--- src/rtl/offchip_pkg.sv ---
// Shared constants, state encoding and flit helpers for the off-chip TX serializer.
package offchip_pkg;

   localparam int unsigned DATA_W  = 64;
   localparam int unsigned FLIT_W  = 16;
   localparam int unsigned FLITS   = DATA_W / FLIT_W;
   localparam int unsigned CREDITS = 8;
   localparam int unsigned CNT_W   = $clog2(CREDITS + 1);
   localparam int unsigned IDX_W   = $clog2(FLITS);

   typedef enum logic {
      IDLE,
      SEND
   } tx_state_e;

   typedef struct packed {
      logic [FLIT_W-1:0] data;
      logic              sof;
      logic              eof;
   } flit_t;

   // Flit k of a beat is bits [16k+15:16k]; flits leave LSB first.
   function automatic logic [FLIT_W-1:0] flit_sel(input logic [DATA_W-1:0] beat,
                                                  input logic [IDX_W-1:0]  idx);
      return beat[32'(idx) * FLIT_W +: FLIT_W];
   endfunction

endpackage

--- src/rtl/offchip_credit_counter.sv ---
// Link credit counter: one credit consumed per flit sent, one returned per pulse,
// saturating at CREDITS with a sticky overflow flag.
module offchip_credit_counter #(
   parameter  int unsigned CREDITS = 8,
   localparam int unsigned CNT_W   = $clog2(CREDITS + 1)
) (
   input  logic             clk,
   input  logic             rst_n,
   input  logic             consume,
   input  logic             ret,
   output logic [CNT_W-1:0] cnt,
   output logic             avail,
   output logic             ovf_sticky
);

   logic [CNT_W-1:0] cnt_next;
   logic             ovf_set;

   // consume is only asserted while avail, so the count never underflows.
   always_comb begin
      cnt_next = cnt;
      ovf_set  = 1'b0;
      case ({consume, ret})
         2'b10:   cnt_next = cnt - CNT_W'(1);
         2'b01: begin
            if (cnt == CNT_W'(CREDITS)) ovf_set  = 1'b1;
            else                        cnt_next = cnt + CNT_W'(1);
         end
         default: cnt_next = cnt;
      endcase
   end

   always_ff @(posedge clk or negedge rst_n) begin
      if (!rst_n) begin
         cnt        <= CNT_W'(CREDITS);
         ovf_sticky <= 1'b0;
      end else begin
         cnt        <= cnt_next;
         ovf_sticky <= ovf_sticky | ovf_set;
      end
   end

   assign avail = (cnt != '0);

endmodule

--- src/rtl/offchip_tx_serializer.sv ---
// Serializes 64-bit valid/ready beats into 16-bit pad-link flits under credit flow control.
module offchip_tx_serializer
   import offchip_pkg::*;
(
   input  logic              clk,
   input  logic              rst_n,
   input  logic [DATA_W-1:0] in_data,
   input  logic              in_valid,
   output logic              in_ready,
   output logic [FLIT_W-1:0] phy_data,
   output logic              phy_valid,
   output logic              phy_sof,
   output logic              phy_eof,
   input  logic              phy_credit,
   output logic [CNT_W-1:0]  credit_cnt,
   output logic              err_credit_ovf
);

   tx_state_e         state, state_next;
   logic [IDX_W-1:0]  idx, idx_next;
   logic [DATA_W-1:0] hold, hold_next;
   flit_t             flit_q, flit_next;
   logic              valid_next;
   logic              avail;
   logic              send;
   logic              last;

   assign send = (state == SEND) && avail;
   assign last = (idx == IDX_W'(FLITS - 1));

   offchip_credit_counter #(.CREDITS(CREDITS)) u_credit (
      .clk        (clk),
      .rst_n      (rst_n),
      .consume    (send),
      .ret        (phy_credit),
      .cnt        (credit_cnt),
      .avail      (avail),
      .ovf_sticky (err_credit_ovf)
   );

   // Next state, beat loading and flit emission; a stall keeps idx so no flit is lost or repeated.
   always_comb begin
      state_next = state;
      idx_next   = idx;
      hold_next  = hold;
      flit_next  = flit_q;
      valid_next = 1'b0;
      in_ready   = 1'b0;
      case (state)
         IDLE: begin
            in_ready = 1'b1;
            if (in_valid) begin
               hold_next  = in_data;
               idx_next   = '0;
               state_next = SEND;
            end
         end
         SEND: begin
            if (send) begin
               flit_next.data = flit_sel(hold, idx);
               flit_next.sof  = (idx == '0);
               flit_next.eof  = last;
               valid_next     = 1'b1;
               idx_next       = idx + IDX_W'(1);
               if (last) begin
                  in_ready = 1'b1;
                  if (in_valid) begin
                     hold_next = in_data;
                     idx_next  = '0;
                  end else begin
                     state_next = IDLE;
                  end
               end
            end
         end
         default: state_next = IDLE;
      endcase
   end

   always_ff @(posedge clk or negedge rst_n) begin
      if (!rst_n) begin
         state     <= IDLE;
         idx       <= '0;
         hold      <= '0;
         flit_q    <= '0;
         phy_valid <= 1'b0;
      end else begin
         state     <= state_next;
         idx       <= idx_next;
         hold      <= hold_next;
         flit_q    <= flit_next;
         phy_valid <= valid_next;
      end
   end

   assign phy_data = flit_q.data;
   assign phy_sof  = flit_q.sof & phy_valid;
   assign phy_eof  = flit_q.eof & phy_valid;

endmodule

--- config.mk ---
export PLATFORM = sky130hd
export DESIGN_NAME = offchip_tx_serializer
export DESIGN_NICKNAME = d
export VERILOG_FILES = /design/src/rtl/offchip_pkg.sv /design/src/rtl/offchip_credit_counter.sv /design/src/rtl/offchip_tx_serializer.sv
export SDC_FILE = /design/constraint.sdc
export NUM_CORES = 1
export LEC_CHECK = 0
export CORE_MARGIN = 4
export CORE_UTILIZATION = 57
export CTS_BUF_LIST = sky130_fd_sc_hd__clkbuf_2
export DETAILED_ROUTE_END_ITERATION = 16
export PLACE_DENSITY = 0.88
export SYNTH_ARGS = -nofsm -noshare
export SYNTH_HDL_FRONTEND = slang
export SYNTH_SLANG_ARGS = --single-unit
--- constraint.sdc ---
create_clock -name clk -period 4.6 [get_ports clk]
set_clock_uncertainty 0.05 [all_clocks]
set_input_delay 0.46 -clock clk [delete_from_list [all_inputs] [get_ports clk]]
set_output_delay 0.46 -clock clk [all_outputs]
set_load 0.005 [all_outputs]
---- Word-level counts from Yosys, hierarchy flattened ----
Index checks and enable logic that the tools add are counted.
word-level totals
  bits in registers ....................... 91
  input bits .............................. 68
  output and inout bits ................... 25
operators by class
  add/sub/neg operators ................... 3
  eq/ne operators ......................... 8
  shift-type cells ........................ 1
  multiplexer cells ....................... 22
  bitwise gates (word level) .............. 4
  reductions and logical operators ........ 8
operators with widths
  operator             count
  $mux 64              3
  $pmux 64 s2          1
  $shiftx 64x7->16     1
  $mux 1               9
  $mux 2               4
  $pmux 4 s2           1
  $reduce_and 2->1     4
  $add 4x1->4 const B  1
  $eq 2x2->1 const B   2
  $eq 4x4->1 const B   1
  $mux 4               1
  $ne 2x1->1 const B   2
  $ne 2x2->1 const B   2
  $pmux 1 s2           2
  $pmux 2 s2           1
  $reduce_bool 4->1    1
  $sub 4x1->4 const B  1
  $add 2x1->2 const B  1
  $and 1x1->1          2
  $eq 2x1->1 const B   1
  $logic_not 2->1      1
  $reduce_bool 2->1    1
  $logic_and 1x1->1    1
  $not 1->1            1
  $or 1x1->1           1

---- Longest topological paths before layout ----
  depth in word-level cells ............... 5
  mapped depth ............................ 10
  gate-level depth less buffers ........... 8

---- Cells and area by module ----
Synthesis repeated with hierarchy kept, for this count alone.
unflattened totals
  cells, all modules ...................... 305
  area total of the unflattened synthesis .. 4439.3 um^2
by module, submodules not included
  module                  instances  cells an instance  area each (um^2)  sequential area each (um^2)
  offchip_tx_serializer   1          271                4086.4            2152.1
  offchip_credit_counter  1          34                 352.8             126.4

---- Least setup slack after synthesis ----
Ideal clock, no wire load.
  path type ............................... register -> register
  from .................................... register u_credit.cnt[1]
  to ...................................... register u_credit.cnt[3]
  arrival ................................. 2.609 ns
  slack ................................... 1.856 ns
  cell stages (with the launch flop) ...... 11
  path buffers ............................ 2
  cells stage by stage .................... dfrtp_1 -> or3_1 -> buf_2 -> o21ai_4 -> buf_4 -> nand2_1 -> ha_1 -> or2_2 -> and2_1 -> a221o_1 -> o221ai_1
on the way
  longest elaborated chain between the ends .. 5
  elaborated cells between the ends (all ways) .. 12
  classes of those cells .................. add/sub (2); eq/ne (4); mux (2); reduce/logical (4)
RTL lines
  what                                                 line                          RTL
  from (decl)                                          offchip_credit_counter.sv:11  output logic [CNT_W-1:0] cnt,
  from (signal assigned)                               offchip_credit_counter.sv:35  cnt <= CNT_W'(CREDITS);
  from (signal assigned)                               offchip_credit_counter.sv:38  cnt <= cnt_next;
  branches (longest 5 deep; another with $add 4x1->4)  n/a
Several ways; the timed one is not identified. The select of a mux whose other input is x is not followed.
A chain may end at the register's enable or synchronous reset.

---- Final worst setup path ----
Ends and elaborated chain as after synthesis.

==> out/qor.csv <==
metric,value,unit
run status,completed,
Slew HR,40.3,%
DP Wirelength,5610,µm
H-tree levels,3,
drt first-iter violations,66,
GPL Wtd Cong,0.744,
Synth cell types,39,
Initial Util,60.1,%
"Slowest-stage cell, CP",dfrtp_1,
total CTS buffers,9,
CP required,5.01,ns
PwrDens,696,mW/mm²
CTS root buf,clkbuf_2,
overall power,3.73,mW
CP cell instances,or3_1 > o21ai_4 > nand2_1 > ha_1 > or2_2 > and2_1 > a221o_1 > o221ai_1,
Synth area leader,dfrtp_1,
Leakage,2.30,nW
Max VDD drop,0.281,mV
met2 WL,4240,µm
"Slew Viols, Final",0,
placed instance count,427,
cell area after synthesis,0.00445,mm²
first-pass GRT wire length,13000,µm
M1 wire length,3330,µm
CP max stage delay,0.53,ns
Max clock buf depth,2,
"delay-heaviest family, CP",simple AND/OR/NAND/NOR gates,
CTS tree,yes,
post-synth top area share,50.6,%
Core ar.,0.00741,mm²
"Avg Cell Area, Syn",16.9,µm²
pre-CTS setup slack,1.89,ns
setup_tns,0,ns
n_diodes,0,
Layout area overhead,20.4,%
syn_nets,337,
Post-Route WL,8000,µm
final std cells w/o fill,444,
Worst Path Buf+Inv,0,
total number of vias,2378,
CP max FO,6,
Avg Vias per Cell,5.36,
Final Setup Violations,0,
Tightest Hold Check Type,in -> async,
die width,96.4,µm
WL per Instance,18.0,µm
Commonest cells post-synth,"90 x dfrtp_1, 60 x mux2_4, 19 x buf_4, 16 x mux2_1, 16 x mux4_2",
"Remaining Overflow, GRT",0,
layout cells sized above 1,32.5,%
critical path class,reg -> reg,
"Hold Vio Cnt, Final",0,
final worst-path setup slack,1.91,ns
Critical Path Sink Type,flip-flop,
clk slew on worst S/H paths,0.25,ns
antenna violations before repair,0,
later-pin clock latency in the skew report,0.51,ns
Top-Level Pins,93,
"count leader, synth",dfrtp_1,
RSZ-0062 raised after global routing,no,
max-cap violations,0,
"Min Clock Period, post-route",2.69,ns
DRT Pass-1 Iters,5,
largest cells by area after synthesis,"dfrtp_1 51%, mux2_4 20%, mux4_2 8.1%, mux2_1 4.0%, buf_4 3.2%",
DRC viols,0,
number of global-route vias before repair,2584,
total global-route track usage,18.7,%
"FF+latch count, synth",91,
die area,0.00929,mm²
largest net degree at the start of global routing,50,
Post-synth EDFFs,0,
Startpoint Class,flip-flop,
max layer used,met4,
# rows,31,
Final ANT Viol Nets,0,
Vert. Die Dim,96.4,µm
yosys warns,0,
"FFs w/ async S/R, synth",100,%
met3 wire len,339,µm
Highest Clock Rate,371,MHz
Mapped Cells,264,
port bufs,92,
top_reg_cell synth,dfrtp_1,
Nets,413,
"Arr. time, crit path",3.10,ns
sequential element share of the synthesized area,51.2,%
postcts setup bufs,0,
Num Clock Sinks,91,
worst-margin pin slew,0.896,ns
fin crit share,58.6,%
==> final timing paths <==
kind                              endpoint             from  cells after the start  slack [ns]
setup / recovery           u_credit.cnt[3]  u_credit.cnt[1]                      8        1.91
hold / removal                    hold[46]            rst_n                      2        0.38
setup reg to reg           u_credit.cnt[3]  u_credit.cnt[1]                      8        1.91
hold reg to reg                   hold[47]         hold[47]                      1        0.47
max in group asynchronous      phy_data[3]            rst_n                      3        3.12
min in group clk                  hold[47]         hold[47]                      1        0.47
==> worst register-to-register path, cell delays in order, from the launching register on <==
cell	delay [ns]
dfrtp_1	0.53
or3_1	0.53
o21ai_4	0.17
nand2_1	0.12
ha_1	0.33
or2_2	0.29
and2_1	0.20
a221o_1	0.36
o221ai_1	0.07
==> routing by layer <==
layer / track usage, % / vias up
met4: 7.01 / 0
li1: - / 1087
met3: 3.10 / 9
met1: 24.0 / 1228
met5: 0 / -
met2: 32.0 / 54
==> through the flow <==
step,util (%),area (µm²),hold slack [ns]
after global routing,72.4,5360,0.370
after CTS,72.4,5360,0.340
after global placement,70.4,5210,0.412
final,72.4,5360,0.379
after floorplan,-,4450,0.114
after detailed placement,70.4,5210,0.414
==> final cells by class <==
cell class / count / area, µm²
Clock buffer: 9 / 45.0
Clock inverter: 7 / 92.6
Fill cell: 508 / 2050
Inverter: 5 / 18.8
Multi-Input combinational cell: 135 / 1840
Sequential cell: 91 / 2280
Tap cell: 99 / 124
Timing Repair Buffer: 98 / 966
==> cells by family (layout without fill, tap and decap cells) <==
logic type / after synthesis / after routing / synth area share, %
buf+inv: 38 / 119 / 7.61
mux: 100 / 100 / 34.4
compound gates: 13 / 13 / 2.84
flops: 91 / 91 / 51.2
simple gates: 14 / 14 / 1.85
fa+ha+maj: 5 / 5 / 1.57
xor+xnor: 3 / 3 / 0.590
==> where the power goes <==
| group | switching [mW] | internal, mW |
|---|---|---|
| combinational | 0.594 | 1.21 |
| clock | 0.266 | 0.178 |
| sequential | 0.263 | 1.22 |
| total | 1.12 | 2.61 |
==> repair_timing <==
item,4_1_cts,5_1_grt
resized for setup,0,0
hold buffers,1,0
hold endpoints to repair,43,0
==> state kept, by name, summed over array words and instances, names as in the netlist <==
name                 flops
u_credit.ovf_sticky      1
hold                    64
u_credit.cnt             4
phy_data                16
state                    1
idx                      2
phy_valid                1
flit_q                   2
==> cell usage in the layout (no fill, tap or decap), types with 2 or more instances in the layout <==
cell             netlist  layout
and2_1                 3       3
buf_4                 19       6
bufinv_16              0       2
clkbuf_2               0       9
clkdlybuf4s50_1        0      91
clkinvlp_4             0       2
dfrtp_1               90      90
ha_1                   4       4
inv_1                  4       4
mux2_1                16      16
mux2_2                 8       8
mux2_4                60      60
mux4_2                16      16
nand2_1                3       3
xor2_1                 3       3
No activity file was read; power rests on OpenSTA's default activity.
